File: config.mk
export PLATFORM = sky130hd
export DESIGN_NAME = id_issue_ctrl
export DESIGN_NICKNAME = d
export VERILOG_FILES = /design/src/rtl/id_issue_ctrl.sv
export SDC_FILE = /design/constraint.sdc
export NUM_CORES = 1
export LEC_CHECK = 0
export BUFFER_PORTS_ARGS = -buffer_cell sky130_fd_sc_hd__buf_2
export CELL_PAD_IN_SITES_DETAIL_PLACEMENT = 0
export CELL_PAD_IN_SITES_GLOBAL_PLACEMENT = 2
export CORE_UTILIZATION = 32
export CTS_CLUSTER_SIZE = 28
export DETAILED_ROUTE_END_ITERATION = 10
export PLACE_DENSITY_LB_ADDON = 0.1
export SLEW_MARGIN = 20
export SYNTH_ARGS = -nofsm -noshare
export SYNTH_HDL_FRONTEND = slang
export SYNTH_SLANG_ARGS = --single-unit
export TNS_END_PERCENT = 100
File: constraint.sdc
create_clock -name i_clk -period 3.8 [get_ports i_clk]
set_input_delay 0.57 -clock i_clk [delete_from_list [all_inputs] [get_ports i_clk]]
set_output_delay 0.57 -clock i_clk [all_outputs]
set_load 0.02 [all_outputs]
File: src/rtl/id_issue_ctrl.sv
// Decode-to-execute issue controller: one-entry output register, 32-entry pending-write
// scoreboard, RAW/WAW and serializing-op stalls, flush and a saturating stall counter.
module id_issue_ctrl #(
    parameter int NREGS       = 32,
    parameter int REG_IDX_W   = $clog2(NREGS),
    parameter int PAYLOAD_W   = 64,
    parameter int STALL_CNT_W = 16
) (
    input  logic                   i_clk,
    input  logic                   i_rst_n,
    input  logic                   i_id_valid,
    output logic                   o_id_ready,
    input  logic [PAYLOAD_W-1:0]   i_id_payload,
    input  logic [REG_IDX_W-1:0]   i_rs1,
    input  logic [REG_IDX_W-1:0]   i_rs2,
    input  logic                   i_use_rs1,
    input  logic                   i_use_rs2,
    input  logic [REG_IDX_W-1:0]   i_rd,
    input  logic                   i_wr_rd,
    input  logic                   i_serialize,
    output logic                   o_ex_valid,
    input  logic                   i_ex_ready,
    output logic [PAYLOAD_W-1:0]   o_ex_payload,
    output logic [REG_IDX_W-1:0]   o_ex_rd,
    output logic                   o_ex_wr_rd,
    input  logic                   i_wb_valid,
    input  logic [REG_IDX_W-1:0]   i_wb_rd,
    input  logic                   i_flush,
    output logic [NREGS-1:0]       o_pending,
    output logic [STALL_CNT_W-1:0] o_stall_cnt
);

    typedef enum logic {ST_RUN, ST_DRAIN} state_t;

    state_t                 state_reg, state_next;
    logic                   ex_valid_reg;
    logic [PAYLOAD_W-1:0]   ex_payload_reg;
    logic [REG_IDX_W-1:0]   ex_rd_reg;
    logic                   ex_wr_rd_reg;
    logic [NREGS-1:0]       pending_reg, pending_next;
    logic [NREGS-1:0]       busy, set_vec, clr_vec;
    logic [STALL_CNT_W-1:0] stall_cnt_reg;
    logic                   hazard, slot_free, id_ready, accept, ex_hs, stall_inc;

    assign ex_hs     = ex_valid_reg & i_ex_ready;
    assign slot_free = ~ex_valid_reg | i_ex_ready;
    assign accept    = i_id_valid & id_ready;
    assign stall_inc = i_id_valid & ~id_ready & ~i_flush;

    // A register is busy while its writer is pending or still sitting in the output register.
    genvar gi;
    generate
        for (gi = 0; gi < NREGS; gi++) begin : g_sb
            if (gi == 0) begin : g_x0
                assign busy[gi]    = 1'b0;
                assign set_vec[gi] = 1'b0;
                assign clr_vec[gi] = 1'b0;
            end else begin : g_xn
                localparam logic [REG_IDX_W-1:0] IDX = REG_IDX_W'(gi);
                assign busy[gi]    = pending_reg[gi] | (ex_valid_reg & ex_wr_rd_reg & (ex_rd_reg == IDX));
                assign set_vec[gi] = ex_hs & ex_wr_rd_reg & (ex_rd_reg == IDX);
                assign clr_vec[gi] = i_wb_valid & (i_wb_rd == IDX);
            end
        end
    endgenerate

    // Set is applied after clear so a new writer wins over a same-cycle retirement.
    assign pending_next = (pending_reg & ~clr_vec) | set_vec;

    assign hazard = (i_use_rs1 & busy[i_rs1]) |
                    (i_use_rs2 & busy[i_rs2]) |
                    (i_wr_rd   & busy[i_rd]);

    always_comb begin
        state_next = state_reg;
        id_ready   = 1'b0;
        case (state_reg)
            ST_RUN: begin
                id_ready = slot_free & ~hazard & ~i_serialize & ~i_flush;
                if (i_id_valid & i_serialize & ~i_flush) begin
                    state_next = ST_DRAIN;
                end
            end
            ST_DRAIN: begin
                id_ready = slot_free & ~ex_valid_reg & ~(|pending_reg) & ~i_flush;
                if ((i_id_valid & id_ready) | i_flush) begin
                    state_next = ST_RUN;
                end
            end
            default: state_next = ST_RUN;
        endcase
    end

    always_ff @(posedge i_clk or negedge i_rst_n) begin
        if (!i_rst_n) begin
            state_reg      <= ST_RUN;
            ex_valid_reg   <= 1'b0;
            ex_payload_reg <= '0;
            ex_rd_reg      <= '0;
            ex_wr_rd_reg   <= 1'b0;
            pending_reg    <= '0;
            stall_cnt_reg  <= '0;
        end else begin
            state_reg   <= state_next;
            pending_reg <= pending_next;
            if (i_flush) begin
                ex_valid_reg <= 1'b0;
            end else if (accept) begin
                ex_valid_reg   <= 1'b1;
                ex_payload_reg <= i_id_payload;
                ex_rd_reg      <= i_rd;
                ex_wr_rd_reg   <= i_wr_rd;
            end else if (ex_hs) begin
                ex_valid_reg <= 1'b0;
            end
            if (stall_inc && (stall_cnt_reg != {STALL_CNT_W{1'b1}})) begin
                stall_cnt_reg <= stall_cnt_reg + STALL_CNT_W'(1);
            end
        end
    end

    assign o_id_ready   = id_ready;
    assign o_ex_valid   = ex_valid_reg;
    assign o_ex_payload = ex_payload_reg;
    assign o_ex_rd      = ex_rd_reg;
    assign o_ex_wr_rd   = ex_wr_rd_reg;
    assign o_pending    = pending_reg;
    assign o_stall_cnt  = stall_cnt_reg;

endmodule

# == Word-level counts from Yosys, hierarchy flattened ==
# Cells that the tools add are included.
# word_totals
out_inout_bits,120
reg_bits,120
input_bits,94
word_cells,247
# classes
add_sub_neg,1
n_mux,13
n_bitwise,156
magnitude_cmp,3
eq_ne,63
n_reduce_logical,4
# op_table
cell,n
$eq A5 B5 Y1 const B,32
$and A1 B1 Y1,111
$eq A5 B4 Y1 const B,16
$eq A5 B3 Y1 const B,8
$or A1 B1 Y1,35
$and A32 B32 Y32,1
$not A32 Y32,1
$or A32 B32 Y32,1
$reduce_or A32 Y1,1
$eq A5 B2 Y1 const B,4
$lt A5 B6 Y1 const B,3
$add A16 B1 Y16 const B,1
$ne A16 B16 Y1 const B,1
$bmux W1 S5,3
$eq A5 B1 Y1 const B,2
$mux W1,8
$not A1 Y1,7
$pmux W1 S2,2
$reduce_bool A3 Y1,1
$reduce_and A2 Y1,1
$logic_and A1 B1 Y1,1

# == Logic depth before layout (Yosys ltp) ==
# Gate-level depths: netlist of the first run.
# logic_depth
word_depth,17
mapped_depth,14
depth_no_buf,9

# == Least setup slack after synthesis of the first run ==
# No wires, ideal clock.
# synth_path
path_type,in2out
startpoint,in i_rd[2]
endpoint,out o_id_ready
required_ns,3.230
path_buffers,4
arrival_time_ns,2.735
path_slack_ns,0.495
path_stages,10
path_cell_list,clkbuf_1 -> clkbuf_1 -> mux2i_1 -> nand2_1 -> nor4b_1 -> o41ai_1 -> or4_1 -> buf_2 -> clkbuf_1 -> nand2_1
# synth_via
elab_chain_cells,9
# synth_rtl
item,line_no,text
start: declaration,18,"input logic [REG_IDX_W-1:0] i_rd,"
$bmux W1 S5,72,(i_wr_rd & busy[i_rd]);
$mux W1 (not written as such),72,
$and A1 B1 Y1,72,
$or A1 B1 Y1,71,(i_use_rs2 & busy[i_rs2]) |
$not A1 Y1,79,id_ready = slot_free & ~hazard & ~i_serialize & ~i_flush;
$and A1 B1 Y1 (3 in series),79,
$pmux W1 S2,77,case (state_reg)
end: declaration,12,"output logic o_id_ready,"
# No other way between the ends. The select of a mux whose other input is x is not followed.

# == Final worst setup path of the first run ==
# layout_path
startpoint,"reg ex_rd_reg[0], in the netlist o_ex_rd[0]"
endpoint,out o_id_ready
# layout_via
elab_chain_cells,13
elab_cells_between_ends,109
classes_between,eq/ne: 31; mux: 7; bitwise: 71
# layout_rtl
item,line_no,text
start: declaration,38,logic [REG_IDX_W-1:0] ex_rd_reg;
start signal: assignment,111,ex_rd_reg <= i_rd;
"$eq A5 B1 Y1, or another cell as far along",60,assign busy[gi] = pending_reg[gi] | (ex_valid_reg & ex_wr_rd_reg & (ex_rd_reg == IDX));
$and A1 B1 Y1,60,
$or A1 B1 Y1,60,
$bmux W1 S5 (on tied branches),"70, 71",
$mux W1 (on tied branches),"70, 71",
$and A1 B1 Y1 (on tied branches),"70, 71",
$or A1 B1 Y1,70,assign hazard = (i_use_rs1 & busy[i_rs1]) |
$or A1 B1 Y1 (*),71,
$not A1 Y1 (*),79,
$and A1 B1 Y1 (*) (3 in series),79,
$pmux W1 S2 (*),77,
# Mark *: on every way between the ends. The rest lies on a longest branch, timed or not. The select of a mux whose other input is x is not followed.

==> flow_metrics.tcl, run 1 <==
set metrics [dict create \
    status "complete, no violations" \
    power_mw 6.50 \
    crit_path_max_fanout 13 \
    grt_max_degree 71 \
    drv_cap 0 \
    hpwl_um 18800 \
    fin_crit_sh 0.977 \
    grt_pass1_vias 6444 \
    max_stage_delay_ns 0.60 \
    ios 214 \
    wirelength_um 25100 \
    cts_tree "built" \
    die_width_um 148 \
    nets 977 \
    crit_path_end_kind "primary output" \
    cellLeakagePower_nw 4.44 \
    synth_nets 726 \
    cts_max_level 4 \
    synth_area_um2 6800 \
    cts_sinks 119 \
    place_congestion 0.912 \
    grt_remaining_overflow 0 \
    cpMaxStageDelayCell "or4_4" \
    power-per-cell-area_nw_per_um2 711 \
    drv_slew 0 \
    ir_worst_vdd_v 0.000428 \
    drtIter0Drc 367 \
    grt.total_usage 0.234 \
    rows 52 \
    setup_viol 0 \
    ys.flop_type "dfrtp_1" \
    worst_slew_pin_slew_ns 0.902 \
    worstSkewPairLatency_ns 0.42 \
    synth-seq-cells 119 \
    cts_made_buffers 17 \
    die_y_um 148 \
    core_area_um2 20500 \
    worstPathArrival_ns 3.14 \
    drcViolationCount 0 \
    antenna_found_initial 1 \
    skew_ns 0.0121 \
    clock_path_buffers 2 \
    die-area_um2 21800 \
    via_per_inst 5.37 \
    crit_chain "buf_4 > and2_4 > a31oi_2 > buf_4 > a211oi_1 > a31oi_1 > and3_1 > o211ai_1 > or4_4 > nand2_1 > buf_2" \
    async_flop_share 1.00 \
    cts_root_buf "clkbuf_16" \
    largest_reg_flops 64 \
    crit_required_ns 3.23 \
    critPathLaunchType "flop" \
    wl_per_cell_um 21.5 \
    grt_pass1_wl_um 38300 \
    area_growth_pct 34.7 \
    netlist_instances 631 \
    critical_path_class "reg2out" \
    fillers 2019 \
    drive_gt1_frac 0.451 \
    initial_core_util 0.332 \
    fmax_mhz 269 \
    synth-edff-count 0 \
    yosysWarnings 0 \
    yosysUniqueCellTypes 71 \
    path_clk_slew_ns 0.06 \
    post-route-min-period_ns 3.71 \
    finish.utilization 0.447 \
    detail_route.first_pass.iterations 5 \
    num_vias 6269 \
    yosysSeqAreaShare 0.438 \
    min_path_type "in2async" \
    hold_viol 0 \
    slew_headroom 0.398 \
    port_buffers 212 \
    syn_area_per_cell_um2 10.8 \
    detail-route-antenna-nets 0 \
    path_common_cell "buf_4" \
]
==> cell usage in the layout (no fill, tap or decap), types with 3 or more instances in the layout <==
cell type,n
a2111oi_0,6
a211oi_1,21
a21oi_1,13
a22oi_1,3
a311oi_1,7
a31oi_1,14
a31oi_2,3
and2_1,5
and3_1,5
buf_12,4
buf_2,211
buf_4,59
bufinv_16,4
clkbuf_16,17
clkinv_4,3
dfrtp_1,115
dfrtp_2,4
inv_1,7
inv_6,6
mux2_2,4
mux2_4,70
mux2i_1,13
nand2_1,55
nand2b_1,9
nand3_1,22
nand4_1,7
nor2_1,19
nor2b_1,11
nor3_1,15
nor4_1,13
nor4b_1,6
o21ai_0,66
o22ai_1,3
xnor2_1,19
==> final cells by class <==
type                    instances  area [µm²]  area share
inverters                       9        33.8     0.00369
clock buffers                  18         439      0.0480
well taps                     270         338      0.0369
clock inverters                14         210      0.0230
multi-input cells             460        3560       0.388
diodes                          2        5.00    0.000547
repair buffers                275        1590       0.174
flip-flops and latches        119        2980       0.326
==> where the power goes <==
part	switching [mW]	internal, mW	total, mW
combinational	1.48	1.18	2.66
sequential	0.364	1.71	2.07
clock	0.642	1.13	1.78
==> synth_stat cells (2+ instances only) <==
cell type / count / area share
a2111oi_0: 7 / 0.0090
a2111oi_2: 2 / 0.0044
a211oi_1: 21 / 0.023
a21oi_1: 13 / 0.0096
a22oi_1: 3 / 0.0033
a311oi_1: 7 / 0.0090
a31oi_1: 17 / 0.016
a41oi_1: 2 / 0.0026
and2_1: 6 / 0.0055
and3_1: 5 / 0.0046
and4bb_1: 2 / 0.0037
buf_2: 14 / 0.010
buf_4: 5 / 0.0055
buf_6: 11 / 0.018
clkbuf_1: 12 / 0.0066
dfrtp_1: 119 / 0.44
inv_1: 7 / 0.0039
mux2_2: 4 / 0.0066
mux2_4: 70 / 0.15
mux2i_1: 13 / 0.019
nand2_1: 55 / 0.030
nand2b_1: 9 / 0.0083
nand3_1: 22 / 0.016
nand4_1: 7 / 0.0064
nand4b_1: 2 / 0.0026
nor2_1: 19 / 0.010
nor2b_1: 12 / 0.011
nor3_1: 15 / 0.011
nor3b_1: 2 / 0.0022
nor4_1: 13 / 0.012
nor4b_1: 6 / 0.0077
o21ai_0: 66 / 0.049
o22ai_1: 3 / 0.0028
o31a_1: 2 / 0.0026
o41ai_1: 2 / 0.0026
or2_2: 2 / 0.0018
or4_1: 2 / 0.0022
xnor2_1: 19 / 0.024
==> what timing repair did <==
item                       4_1_cts  5_1_grt
gates resized for setup          4       11
pin swaps                        0        1
hold buffers                     0        0
setup endpoints to repair        1        1
buffers inserted                 0        6
==> worst paths after layout <==
check / startpoint / end / slack [ns] / cells after the start
max: o_ex_rd[0] / o_id_ready / 0.09 / 11
min: i_rst_n / o_ex_payload[18] / 0.28 / 1
max reg2reg: o_ex_rd[0] / o_ex_payload[39] / 0.41 / 12
min reg2reg: o_stall_cnt[8] / o_stall_cnt[8] / 0.49 / 1
max in group asynchronous: i_rst_n / o_pending[31] / 2.71 / 2
min in group i_clk: i_id_payload[23] / o_ex_payload[23] / 0.37 / 2
==> critical path, delay by kind of cell (launching register included) <==
kind / cells / cell delay, ns
buffers and inverters: 3 / 0.50
flip-flops: 1 / 0.46
AO/OA/AOI/OAI: 4 / 0.62
AND/OR/NAND/NOR: 4 / 1.13
==> through the flow <==
stage          TNS [ns]  instances  worst slack (ns)  cell area, µm²  hold slack [ns]
6_report              0       1167            0.0869            9160            0.277
3_5_place_dp          0       1127            0.0414            8390            0.486
4_1_cts               0       1159            0.0395            9060            0.312
5_1_grt        -0.00381       1166          -0.00381            9150            0.347
3_3_place_gp          0       1127            0.0761            8390            0.480
2_1_floorplan         0        631             0.495            6800            0.274
==> logic make-up after synthesis <==
family | count (synthesis) | synth area share
and+or+nand+nor | 188 | 0.148
AOI/OAI and AO/OA | 163 | 0.158
DFF | 119 | 0.438
muxes | 88 | 0.182
buffers and inverters | 52 | 0.0464
xor gates and xnor gates | 19 | 0.0245
adders and majority gates | 1 | 0.00184
other | 1 | 0.000552
==> per-layer routing <==
metal | GRT usage | up-vias | wire (µm)
li1 | - | 2861 | -
met1 | 0.301 | 3115 | 10900
met2 | 0.384 | 256 | 12200
met3 | 0.0506 | 37 | 1510
met4 | 0.0856 | 0 | 566
met5 | 0 | - | 0
Note: power is estimated with default switching activity, not from simulation.
==> inputs of run 2 (changes only) <==
==> constraint.sdc (replaced) <==
create_clock -name i_clk -period 3.8 [get_ports i_clk]
set_input_delay 0.38 -clock i_clk [delete_from_list [all_inputs] [get_ports i_clk]]
set_output_delay 0.38 -clock i_clk [all_outputs]
set_load 0.02 [all_outputs]
==> run 2 against run 1 <==
  * Cell count decreased by 2.0%
  * Non-clock buffer count down 22
  * Sequential share of layout area is 0.70 points higher
  * Power is 3.0% lower
  * Sequential cell count unchanged
  * Largest power group unchanged
  * Combinational power is 3% lower
  * Sequential power about the same
  * Register-to-register slack better by 0.03 ns
  * Clock skew increased by 0.0027 ns
  * Worst hold slack lost 0.18 ns
  * Via count decreased by 0.83%
  * Critical path depth did not move
==> flow_metrics.tcl, run 2 (synthesis gave the netlist of run 1 again) <==
set metrics [dict create \
    crit_required_ns 3.42 \
    swShare 0.393 \
    place_inst 1109 \
    combinationalPowerShare 0.410 \
    grtUsageMet2 0.373 \
    grt_pass1_wl_um 38500 \
    drtIter0Drc 402 \
    rows 52 \
    drv_slew 0 \
    post-route-min-period_ns 3.70 \
    crit_path_end_kind "primary output" \
    worst_slew_pin_slew_ns 0.952 \
    die-area_um2 21800 \
    use_met1 0.301 \
    fillers 2005 \
    power_frac_seq 0.327 \
    crit_start "o_ex_rd[1]" \
    area_growth_pct 31.8 \
    worstSkewPairLatency_ns 0.43 \
    cts_made_buffers 17 \
    setup_viol 0 \
    regArea_um2 2980 \
    cts_tree "built" \
    largest_reg_flops 64 \
    drcViolationCount 0 \
    whs_ns 0.0920 \
    finalSetupTns_ns 0 \
    port_buffers 212 \
    fin_crit_sh 0.974 \
    path_clk_slew_ns 0.06 \
    die_y_um 148 \
    grt_remaining_overflow 0 \
    hold_viol 0 \
    final_cells 1144 \
    cts_sinks 119 \
    nets 955 \
    slew_headroom 0.366 \
    grt_pass1_vias 6379 \
    power.internal_mw 3.83 \
    layout_common_cells "211 x buf_2, 116 x dfrtp_1, 70 x mux2_4" \
    die_width_um 148 \
    place_congestion 0.947 \
    drv_cap 0 \
    multi_input_area_um2 3580 \
    worstPathArrival_ns 3.32 \
    cellLeakagePower_nw 4.31 \
    detail-route-antenna-nets 0 \
    num_vias 6217 \
    crit_path_max_fanout 16 \
    wirelength_um 25000 \
    ios 214 \
    layout_commonest_cell "buf_2" \
    fin_ws_ns 0.100 \
    cts_root_buf "clkbuf_16" \
    grtUsageMet3 0.0633 \
    skew_ns 0.0148 \
    r2r-start "o_ex_rd[1]" \
    critPathLaunchType "flop" \
    grt.total_usage 0.235 \
    drive_gt1_frac 0.440 \
    fmax_mhz 270 \
    power-per-cell-area_nw_per_um2 704 \
    antenna_found_initial 1 \
    hold_buffers 0 \
    core_area_um2 20500 \
    ir_worst_vdd_v 0.000365 \
    pre_cts_slack_ns 0.149 \
    initial_core_util 0.332 \
    min_path_type "in2async" \
    switchingPower_mw 2.48 \
    grt_max_degree 75 \
    finish.utilization 0.437 \
    critical_path_class "reg2out" \
    detail_route.first_pass.iterations 6 \
    clock_path_buffers 2 \
    via_per_inst 5.43 \
    hpwl_um 18600 \
    cts_max_level 4 \
    pwr-share-clk 0.263 \
    top_usage_layer "met2" \
    wl_per_cell_um 21.9 \
    status "complete, no violations" \
]
-- run 2: metrics by stage --
step	total power, mW	cell area (µm²)
floorplan	3.62	6800
global placement	4.58	8250
detailed placement	4.60	8250
CTS	6.30	8860
global route	6.60	8960
finish	6.31	8960
-- run 2: metal layers --
metal / wire [µm] / share of wire
met1: 10700 / 0.43
met2: 11800 / 0.47
met3: 1770 / 0.071
met4: 799 / 0.032
met5: 0 / 0
-- run 2: what timing repair did --
item	CTS	global route
buffers inserted	0	2
gates resized for setup	2	18
pin swaps	0	5
setup endpoints to repair	1	1
-- run 2: power by group through the flow --
stage          Clock (mW)  Combinational, mW  Sequential, mW
4_1_cts              1.69               2.56            2.05
5_1_grt              1.74               2.73            2.13
3_3_place_gp            0               2.53            2.05
2_1_floorplan           0               1.11            2.51
3_5_place_dp            0               2.55            2.05
6_report             1.66               2.59            2.07
-- run 2: worst max-delay path: stages (launching register included) --
cell	delay (ns)
dfrtp_1	0.42
buf_4	0.17
and4bb_2	0.30
a21oi_2	0.26
nand2_1	0.08
a311oi_1	0.29
a2111o_1	0.25
o41ai_1	0.10
or4_4	0.56
buf_4	0.22
nand2_1	0.07
buf_2	0.16
-- run 2: path summary, 6_finish.rpt --
check                                    to  slack [ns]  cells after the start
max                              o_id_ready        0.10                     11
min                        o_ex_payload[18]        0.09                      1
max reg2reg                o_ex_payload[37]        0.44                     11
min reg2reg                  o_stall_cnt[8]        0.49                      1
max in group asynchronous  o_ex_payload[50]        2.79                      2
min in group i_clk          o_ex_payload[2]        0.18                      2
-- run 2: cell type report --
class,count,area share
Antenna cell,1,0.000279
Multi-Input combinational cell,460,0.400
Tap cell,270,0.0377
Sequential cell,119,0.333
Timing Repair Buffer,253,0.159
Inverter,9,0.00377
Clock inverter,14,0.0182
Clock buffer,18,0.0490
